`src/rtl/conv_pkg.sv`:
```
// Shared constants and sizing helpers for the 3x3 convolution window generator.
package conv_pkg;

   localparam int unsigned KSIZE = 3;
   localparam int unsigned KAREA = KSIZE * KSIZE;

   // Flattened window width for a given pixel width.
   function automatic int unsigned win_width(input int unsigned data_w);
      return KAREA * data_w;
   endfunction

   // Counter width able to hold 0..n-1 (at least one bit).
   function automatic int unsigned cnt_width(input int unsigned n);
      return (n <= 2) ? 1 : $clog2(n);
   endfunction

   localparam int unsigned IMG_W_DEF  = 28;
   localparam int unsigned IMG_H_DEF  = 28;
   localparam int unsigned DATA_W_DEF = 8;
   localparam int unsigned COL_W_DEF  = cnt_width(IMG_W_DEF);
   localparam int unsigned ROW_W_DEF  = cnt_width(IMG_H_DEF);

endpackage

```
`src/rtl/line_buffer.sv`:
```
// One image line of storage: synchronous write, combinational read of the
// pre-write contents at the same address (the tap).
module line_buffer #(
   parameter int unsigned DEPTH  = 28,
   parameter int unsigned DATA_W = 8,
   parameter int unsigned ADDR_W = 5
) (
   input  logic              clk,
   input  logic              we,
   input  logic [ADDR_W-1:0] addr,
   input  logic [DATA_W-1:0] wdata,
   output logic [DATA_W-1:0] tap
);

   logic [DATA_W-1:0] mem [DEPTH];

   // Contents are never cleared; every location is rewritten before it is observed.
   always_ff @(posedge clk) begin
      if (we) begin
         mem[addr] <= wdata;
      end
   end

   assign tap = mem[addr];

endmodule

```
`src/rtl/conv_window_gen.sv`:
```
// Raster-order pixel stream to 3x3 sliding window generator (no padding).
// Optional build macro OUT_REG_EN adds one register stage on all outputs.
module conv_window_gen
   import conv_pkg::*;
#(
   parameter int unsigned IMG_W  = 28,
   parameter int unsigned IMG_H  = 28,
   parameter int unsigned DATA_W = 8
) (
   input  logic                       clk,
   input  logic                       rst,
   input  logic                       sof_i,
   input  logic                       pix_valid_i,
   input  logic [DATA_W-1:0]          pix_i,
   output logic                       win_valid_o,
   output logic [KAREA*DATA_W-1:0]    win_o,
   output logic                       frame_done_o
);

   localparam int unsigned COL_W = cnt_width(IMG_W);
   localparam int unsigned ROW_W = cnt_width(IMG_H);
   localparam int unsigned WIN_W = win_width(DATA_W);

   localparam logic [COL_W-1:0] COL_LAST = COL_W'(IMG_W - 1);
   localparam logic [ROW_W-1:0] ROW_LAST = ROW_W'(IMG_H - 1);

   logic [COL_W-1:0] col_q, col_d, col_cur;
   logic [ROW_W-1:0] row_q, row_d, row_cur;
   logic             col_last, row_last, win_hit, frame_end;

   logic [DATA_W-1:0] tap0, tap1;
   logic [DATA_W-1:0] new_col [KSIZE];
   logic [DATA_W-1:0] win_q [KSIZE][KSIZE];
   logic [DATA_W-1:0] win_d [KSIZE][KSIZE];
   logic [WIN_W-1:0]  win_flat;

   logic              valid_q, done_q;
   logic [WIN_W-1:0]  wout_q;

   // sof_i forces the current pixel to be treated as position (0,0).
   assign col_cur   = sof_i ? '0 : col_q;
   assign row_cur   = sof_i ? '0 : row_q;
   assign col_last  = (col_cur == COL_LAST);
   assign row_last  = (row_cur == ROW_LAST);
   assign win_hit   = pix_valid_i && (row_cur >= ROW_W'(2)) && (col_cur >= COL_W'(2));
   assign frame_end = pix_valid_i && col_last && row_last;

   // Next raster position: advance on accepted pixel, sof_i alone just rewinds.
   always_comb begin
      col_d = col_q;
      row_d = row_q;
      if (pix_valid_i) begin
         if (col_last) begin
            col_d = '0;
            row_d = row_last ? '0 : row_cur + ROW_W'(1);
         end else begin
            col_d = col_cur + COL_W'(1);
            row_d = row_cur;
         end
      end else if (sof_i) begin
         col_d = '0;
         row_d = '0;
      end
   end

   // Position counters.
   always_ff @(posedge clk) begin
      if (rst) begin
         col_q <= '0;
         row_q <= '0;
      end else begin
         col_q <= col_d;
         row_q <= row_d;
      end
   end

   // lb0 holds row-1, lb1 holds row-2; lb1 is fed with lb0's old value.
   line_buffer #(
      .DEPTH  (IMG_W),
      .DATA_W (DATA_W),
      .ADDR_W (COL_W)
   ) u_lb0 (
      .clk   (clk),
      .we    (pix_valid_i),
      .addr  (col_cur),
      .wdata (pix_i),
      .tap   (tap0)
   );

   line_buffer #(
      .DEPTH  (IMG_W),
      .DATA_W (DATA_W),
      .ADDR_W (COL_W)
   ) u_lb1 (
      .clk   (clk),
      .we    (pix_valid_i),
      .addr  (col_cur),
      .wdata (tap0),
      .tap   (tap1)
   );

   assign new_col[0] = tap1;
   assign new_col[1] = tap0;
   assign new_col[2] = pix_i;

   // Shift every window row left and append the new column; flatten row-major.
   always_comb begin
      win_flat = '0;
      for (int i = 0; i < KSIZE; i++) begin
         for (int j = 0; j < KSIZE - 1; j++) begin
            win_d[i][j] = win_q[i][j+1];
         end
         win_d[i][KSIZE-1] = new_col[i];
      end
      for (int i = 0; i < KSIZE; i++) begin
         for (int j = 0; j < KSIZE; j++) begin
            win_flat[WIN_W-1-DATA_W*(KSIZE*i+j) -: DATA_W] = win_d[i][j];
         end
      end
   end

   // Window shift registers; stale columns after a row wrap are masked by win_hit.
   always_ff @(posedge clk) begin
      if (rst) begin
         for (int i = 0; i < KSIZE; i++) begin
            for (int j = 0; j < KSIZE; j++) begin
               win_q[i][j] <= '0;
            end
         end
      end else if (pix_valid_i) begin
         win_q <= win_d;
      end
   end

   // First output stage: win_o only updates on a valid window, holding otherwise.
   always_ff @(posedge clk) begin
      if (rst) begin
         valid_q <= 1'b0;
         done_q  <= 1'b0;
         wout_q  <= '0;
      end else begin
         valid_q <= win_hit;
         done_q  <= frame_end;
         if (win_hit) begin
            wout_q <= win_flat;
         end
      end
   end

`ifdef OUT_REG_EN
   logic             valid_r, done_r;
   logic [WIN_W-1:0] wout_r;

   // Extra retiming stage; all three outputs delayed together.
   always_ff @(posedge clk) begin
      if (rst) begin
         valid_r <= 1'b0;
         done_r  <= 1'b0;
         wout_r  <= '0;
      end else begin
         valid_r <= valid_q;
         done_r  <= done_q;
         wout_r  <= wout_q;
      end
   end

   assign win_valid_o  = valid_r;
   assign frame_done_o = done_r;
   assign win_o        = wout_r;
`else
   assign win_valid_o  = valid_q;
   assign frame_done_o = done_q;
   assign win_o        = wout_q;
`endif

endmodule

```
`config.mk`:
```
export PLATFORM = sky130hd
export DESIGN_NAME = conv_window_gen
export DESIGN_NICKNAME = d
export VERILOG_FILES = /design/src/rtl/conv_pkg.sv /design/src/rtl/line_buffer.sv /design/src/rtl/conv_window_gen.sv
export SDC_FILE = /design/constraint.sdc
export NUM_CORES = 1
export LEC_CHECK = 0
export ABC_AREA = 0
export CORE_ASPECT_RATIO = 1.4
export CORE_MARGIN = 4
export CORE_UTILIZATION = 47
export DETAILED_ROUTE_END_ITERATION = 8
export HOLD_SLACK_MARGIN = 0.08
export PLACE_DENSITY = 0.66
export SLEW_MARGIN = 30
export SYNTH_ARGS = -nofsm -noshare
export SYNTH_HDL_FRONTEND = slang
export SYNTH_HIERARCHICAL = 1
export SYNTH_SLANG_ARGS = --single-unit
```
`constraint.sdc`:
```
create_clock -name clk -period 3.4 [get_ports clk]
set_input_delay 0.68 -clock clk [delete_from_list [all_inputs] [get_ports clk]]
set_output_delay 0.68 -clock clk [all_outputs]
set_load 0.02 [all_outputs]
```
Word level (Yosys, flattened, before mapping)

Memory sizes are Yosys's and may differ from the RTL's.
Index checks and enable logic that the tools add are counted.

Register bits after elaboration: 132
Bits in writable memories: 448
Bits of input ports: 12
Output and inout port bits: 74
Logic and storage cells: 32
Memories kept: 2

Memory list:

| memory    | depth | bits a word | rd ports | clocked after memory_dff | write ports | line              | text |
|---|---|---|---|---|---|---|---|
| u_lb0.mem | 28    | 8           | 1        | 0                        | 1           | line_buffer.sv:15 | `logic [DATA_W-1:0] mem [DEPTH];` |
| u_lb1.mem | 28    | 8           | 1        | 0                        | 1           | line_buffer.sv:15 |  |

$add $sub $neg: 2
Magnitude comparators: 2
Eq/ne operators: 2
Muxes and demuxes: 9
Reductions and logical operators: 4

Operators with widths:

| operator            | number |
|---|---|
| $mux 5              | 7 |
| $add 5x1->5 const B | 2 |
| $eq 5x5->1 const B  | 2 |
| $ge 5x2->1 const B  | 2 |
| $logic_and 1x1->1   | 4 |
| $mux 1              | 2 |

Depth between registers and ports, before layout

Word-level depth: 5
Gate-level depth with buffers: 11
Gate-level depth less buffers: 7

Hierarchy

The synthesis kept the hierarchy.

Modules (own cells, without submodules):

| module          | instances | cells each | area each (um^2) | sequential area each (um^2) |
|---|---|---|---|---|
| line_buffer     | 2         | 454        | 8799.7           | 6726.5 |
| conv_window_gen | 1         | 537        | 5500.3           | 2642.5 |

Worst setup path before layout

OpenSTA, ideal clock, no wires.

Path type: input to register
From: input port sof_i
To: memory u_lb1.mem[0][1], data pin
Library setup time: 0.355 ns
Data arrival time: 2.940 ns
Data required time: 3.045 ns
Slack: 0.106 ns
Stages: 7
Path buffers: 2
Cell sequence: clkbuf_1 > nor2b_1 > or3b_1 > clkbuf_1 > o22ai_1 > nor3b_1 > o21ai_1

Longest elaborated chain between the ends: 2

RTL lines:

| item                 | line                  | text |
|---|---|---|
| from (decl)          | conv_window_gen.sv:12 | `input logic sof_i,` |
| $mux 5               | --                    |  |
| named net col_cur[3] | conv_window_gen.sv:27 | `logic [COL_W-1:0] col_q, col_d, col_cur;` |
| $mem_v2 28x8         | --                    |  |
| named net tap0[1]    | conv_window_gen.sv:31 | `logic [DATA_W-1:0] tap0, tap1;` |
| to (decl)            | line_buffer.sv:15     |  |

The timed path passes the listed nets, and every way through them passes these cells.

Worst setup path in the final report

From: input port sof_i
To: register win_q, in the netlist win_d[62]

Longest elaborated chain between the ends: 2

RTL lines:

| item                 | line                   | text |
|---|---|---|
| $mux 5               | --                     |  |
| named net col_cur[1] | conv_window_gen.sv:27  |  |
| $mem_v2 28x8         | --                     |  |
| named net tap1[6]    | conv_window_gen.sv:31  |  |
| to (signal assigned) | conv_window_gen.sv:131 | `win_q <= win_d;` |
| to (decl)            | conv_window_gen.sv:33  | `logic [DATA_W-1:0] win_q [KSIZE][KSIZE];` |

The timed path passes the listed nets, and every way through them passes these cells.
A chain may end at the register's enable or synchronous reset.

==> flow_summary.json <==
{
  "portBuffers": 85,
  "final_cell_mix": "edfxtp_1 (448), mux2i_1 (210), nand2b_1 (148), dfxtp_1 (132), buf_4 (119)",
  "syn_to_final_growth_pct": 19.6,
  "synth_ff_type": "edfxtp_1",
  "p_per_area_nw_per_um2": 525,
  "fin_nets": 1659,
  "grt_usage_pct": 19.3,
  "yosys_register_bits": 580,
  "avgSynthCellArea_um2": 16.0,
  "hold_viol": 0,
  "fmax_mhz": 327,
  "die_w_um": 195,
  "postCtsHoldBufs": 0,
  "yosysWarnings": 6,
  "min_path_cells": 2,
  "worst-endpoint-required_ns": 3.89,
  "setup_tns_ns": 0,
  "grt_max_degree": 81,
  "path_class": "in -> reg",
  "place.gp.congestion": 0.857,
  "antenna_found_initial": 0,
  "worstSetupStartpointType": "input port",
  "fillers": 3693,
  "seqCellArea_um2": 16100,
  "clock_sinks": 580,
  "drt_iter0_markers": 824,
  "reg2reg_slack_ns": 0.53,
  "status": "completed",
  "numCtsBuffers": 54,
  "slew_headroom_pct": 39.2,
  "path_clk_slew_ns": 0.06,
  "cp_top_family": "buffers and inverters",
  "timing.final.crit_period_ns": 3.06,
  "peakVddDrop_mv": 0.445,
  "start_util_pct": 47.7,
  "setup_viol": 0,
  "synth_cell_types": 47,
  "drv_cap": 0,
  "coreArea_um2": 48400,
  "reg2reg_from": "col_q[1]",
  "fin_util_pct": 57.1,
  "antenna_left": 0,
  "floorplan.die_area_um2": 52800,
  "synth_edf_count": 448,
  "antenna_cells": 0,
  "endpoint_kind": "flop",
  "via_per_inst": 5.49,
  "clk_latency_ns": 0.61,
  "wl_per_cell_um": 22.1,
  "layout_commonest_cell": "edfxtp_1",
  "worst_hold_startpoint": "win_o[62]",
  "multi_input_area_um2": 6500,
  "clk_path_buf_depth": 3,
  "dp_hpwl_um": 34900,
  "rsz0062_at_grt": "false",
  "cts_tree": "yes",
  "fin_skew_ns": 0.0239,
  "first_global_vias": 13200,
  "pin_count": 86,
  "period_share_pct": 89.9,
  "cts_setup_buffers": 0,
  "cts_resized": 0,
  "dr_wl_met2_um": 27900,
  "critical_path.max_fanout": 16,
  "async_flop_share_pct": 0,
  "cp_cell_sequence": "clkdlybuf4s50_1, nor2b_4, buf_4, buf_4, mux4_2, a22oi_1, nand4_1, mux2i_1, nor2_1",
  "drv_slew": 0,
  "die_h_um": 270,
  "p_leak_nw": 8.91,
  "yosysSeqAreaShare_pct": 69.7,
  "wl_met3_um": 1960,
  "dr.pass1.iters": 5,
  "worst_path_most_repeated_cell": "buf_4",
  "critical_path_arrival_ns": 3.55,
  "final_layout_size_suffix_gt1_share_pct": 18.8,
  "top_layer": "met4",
  "drt-met1-wl_um": 19300,
  "drt_wl_total_um": 51400,
  "rr_worst_depth": 8,
  "drc": 0,
  "critPathMaxStageDelay_ns": 0.54,
  "vias": 12800,
  "cpMaxStageDelayCell": "clkdlybuf4s50_1",
  "cts_max_level": 2,
  "whs_endpoint": "win_o[62]",
  "tightestPinTransition_ns": 0.908,
  "syn_inst": 1445,
  "fp-row-count": 95,
  "overflow": 0,
  "hold_ws_ns": 0.474,
  "root_buffer": "clkbuf_16",
  "r2r_end": "win_d[62]",
  "synth_area_um2": 23100,
  "synth_fp_nets": 1457,
  "path_buf_inv": 3,
  "grt_pass1_wl_um": 79400,
  "hold_path_class": "reg -> reg"
}
## layer usage
layer | vias up | global-route usage (%)
met5 | - | 0
met4 | 0 | 8.00
met3 | 112 | 2.35
met2 | 308 | 35.7
met1 | 6449 | 22.4
li1 | 5881 | -
## metrics by stage
stage	std cells	cell area, um2	worst slack [ns]	total power [mW]
floorplan	1445	23100	0.106	8.22
global placement	2221	25800	-0.318	8.54
detailed placement	2221	25800	-0.384	8.55
CTS	2321	27600	0.267	14.6
global route	2321	27600	0.213	15.0
finish	2321	27600	0.344	14.5
## report_power, final
group / internal, mW / switching (mW) / total, mW
clock: 3.56 / 2.55 / 6.10
sequential: 7.71 / 0.0329 / 7.74
combinational: 0.287 / 0.359 / 0.646
total: 11.6 / 2.94 / 14.5
## flip-flops by register name, summed over array words and instances (netlist names)
signal        count
u_lb0/mem       224
u_lb1/mem       224
win_o            72
win_d            48
col_q             5
row_q             5
frame_done_o      1
win_valid_o       1
## cell families (layout without fill, tap and decap cells)
logic type / count (synthesis) / after routing / synth area share, %
muxes: 280 / 280 / 15.8
and+or+nand+nor: 406 / 406 / 9.65
buffers and inverters: 97 / 343 / 2.37
AOI/OAI and AO/OA: 80 / 80 / 2.39
DFF: 580 / 580 / 69.7
xor gates and xnor gates: 2 / 2 / 0.0758
## final cells by class
cell class | instances | area share (%)
Sequential cell | 580 | 58.3
Multi-Input combinational cell | 768 | 23.5
Timing Repair Buffer | 236 | 8.70
Clock buffer | 69 | 5.40
Tap cell | 630 | 2.85
Clock inverter | 31 | 1.17
Inverter | 7 | 0.0951
## cell usage after synthesis, types with 2 or more instances
cell type,n,share of area [%]
o31a_1,2,0.076
mux2i_1,210,9.1
a22oi_1,24,0.78
clkbuf_1,32,0.52
nand3_1,3,0.065
edfxtp_1,448,58
nand2b_1,148,4.0
or3_1,6,0.16
nand4b_1,2,0.076
nor3_1,23,0.50
and3b_1,2,0.076
nor3b_2,2,0.11
a2111oi_0,2,0.076
and2_1,6,0.16
nor3b_1,2,0.065
nand3b_1,9,0.29
buf_2,27,0.58
nor2_1,98,1.6
dfxtp_1,132,11
nor4_1,5,0.14
nand4_1,24,0.65
o22ai_1,6,0.16
a221oi_1,12,0.45
buf_6,16,0.78
mux2_2,2,0.097
mux4_2,68,6.6
a32oi_1,2,0.076
nor2b_1,18,0.49
inv_1,7,0.11
o21ai_1,20,0.43
a21oi_1,3,0.065
buf_1,7,0.11
nand2_1,48,0.78
buf_4,8,0.26
o21ai_0,4,0.087
or3b_1,6,0.23
## worst reg2reg max path, stage by stage (launching register included)
cell and delay, ns:
dfxtp_1 0.42, nor2b_4 0.50, buf_4 0.35, buf_4 0.32
mux4_2 0.36, a22oi_1 0.28, nand4_1 0.26, mux2i_1 0.21
nor2_1 0.05
## how the worst max path moves through the flow
stage,cells past startpoint,from,end,slack [ns]
after floorplan,7,sof_i,u_lb1/mem[0][1],0.11
after global placement,9,sof_i,win_d[62],-0.32
after detailed placement,9,sof_i,win_d[62],-0.38
after CTS,9,sof_i,win_d[62],0.27
after global routing,9,sof_i,win_d[62],0.21
final,9,sof_i,win_d[62],0.34
No activity file was read; power rests on OpenSTA's default activity.
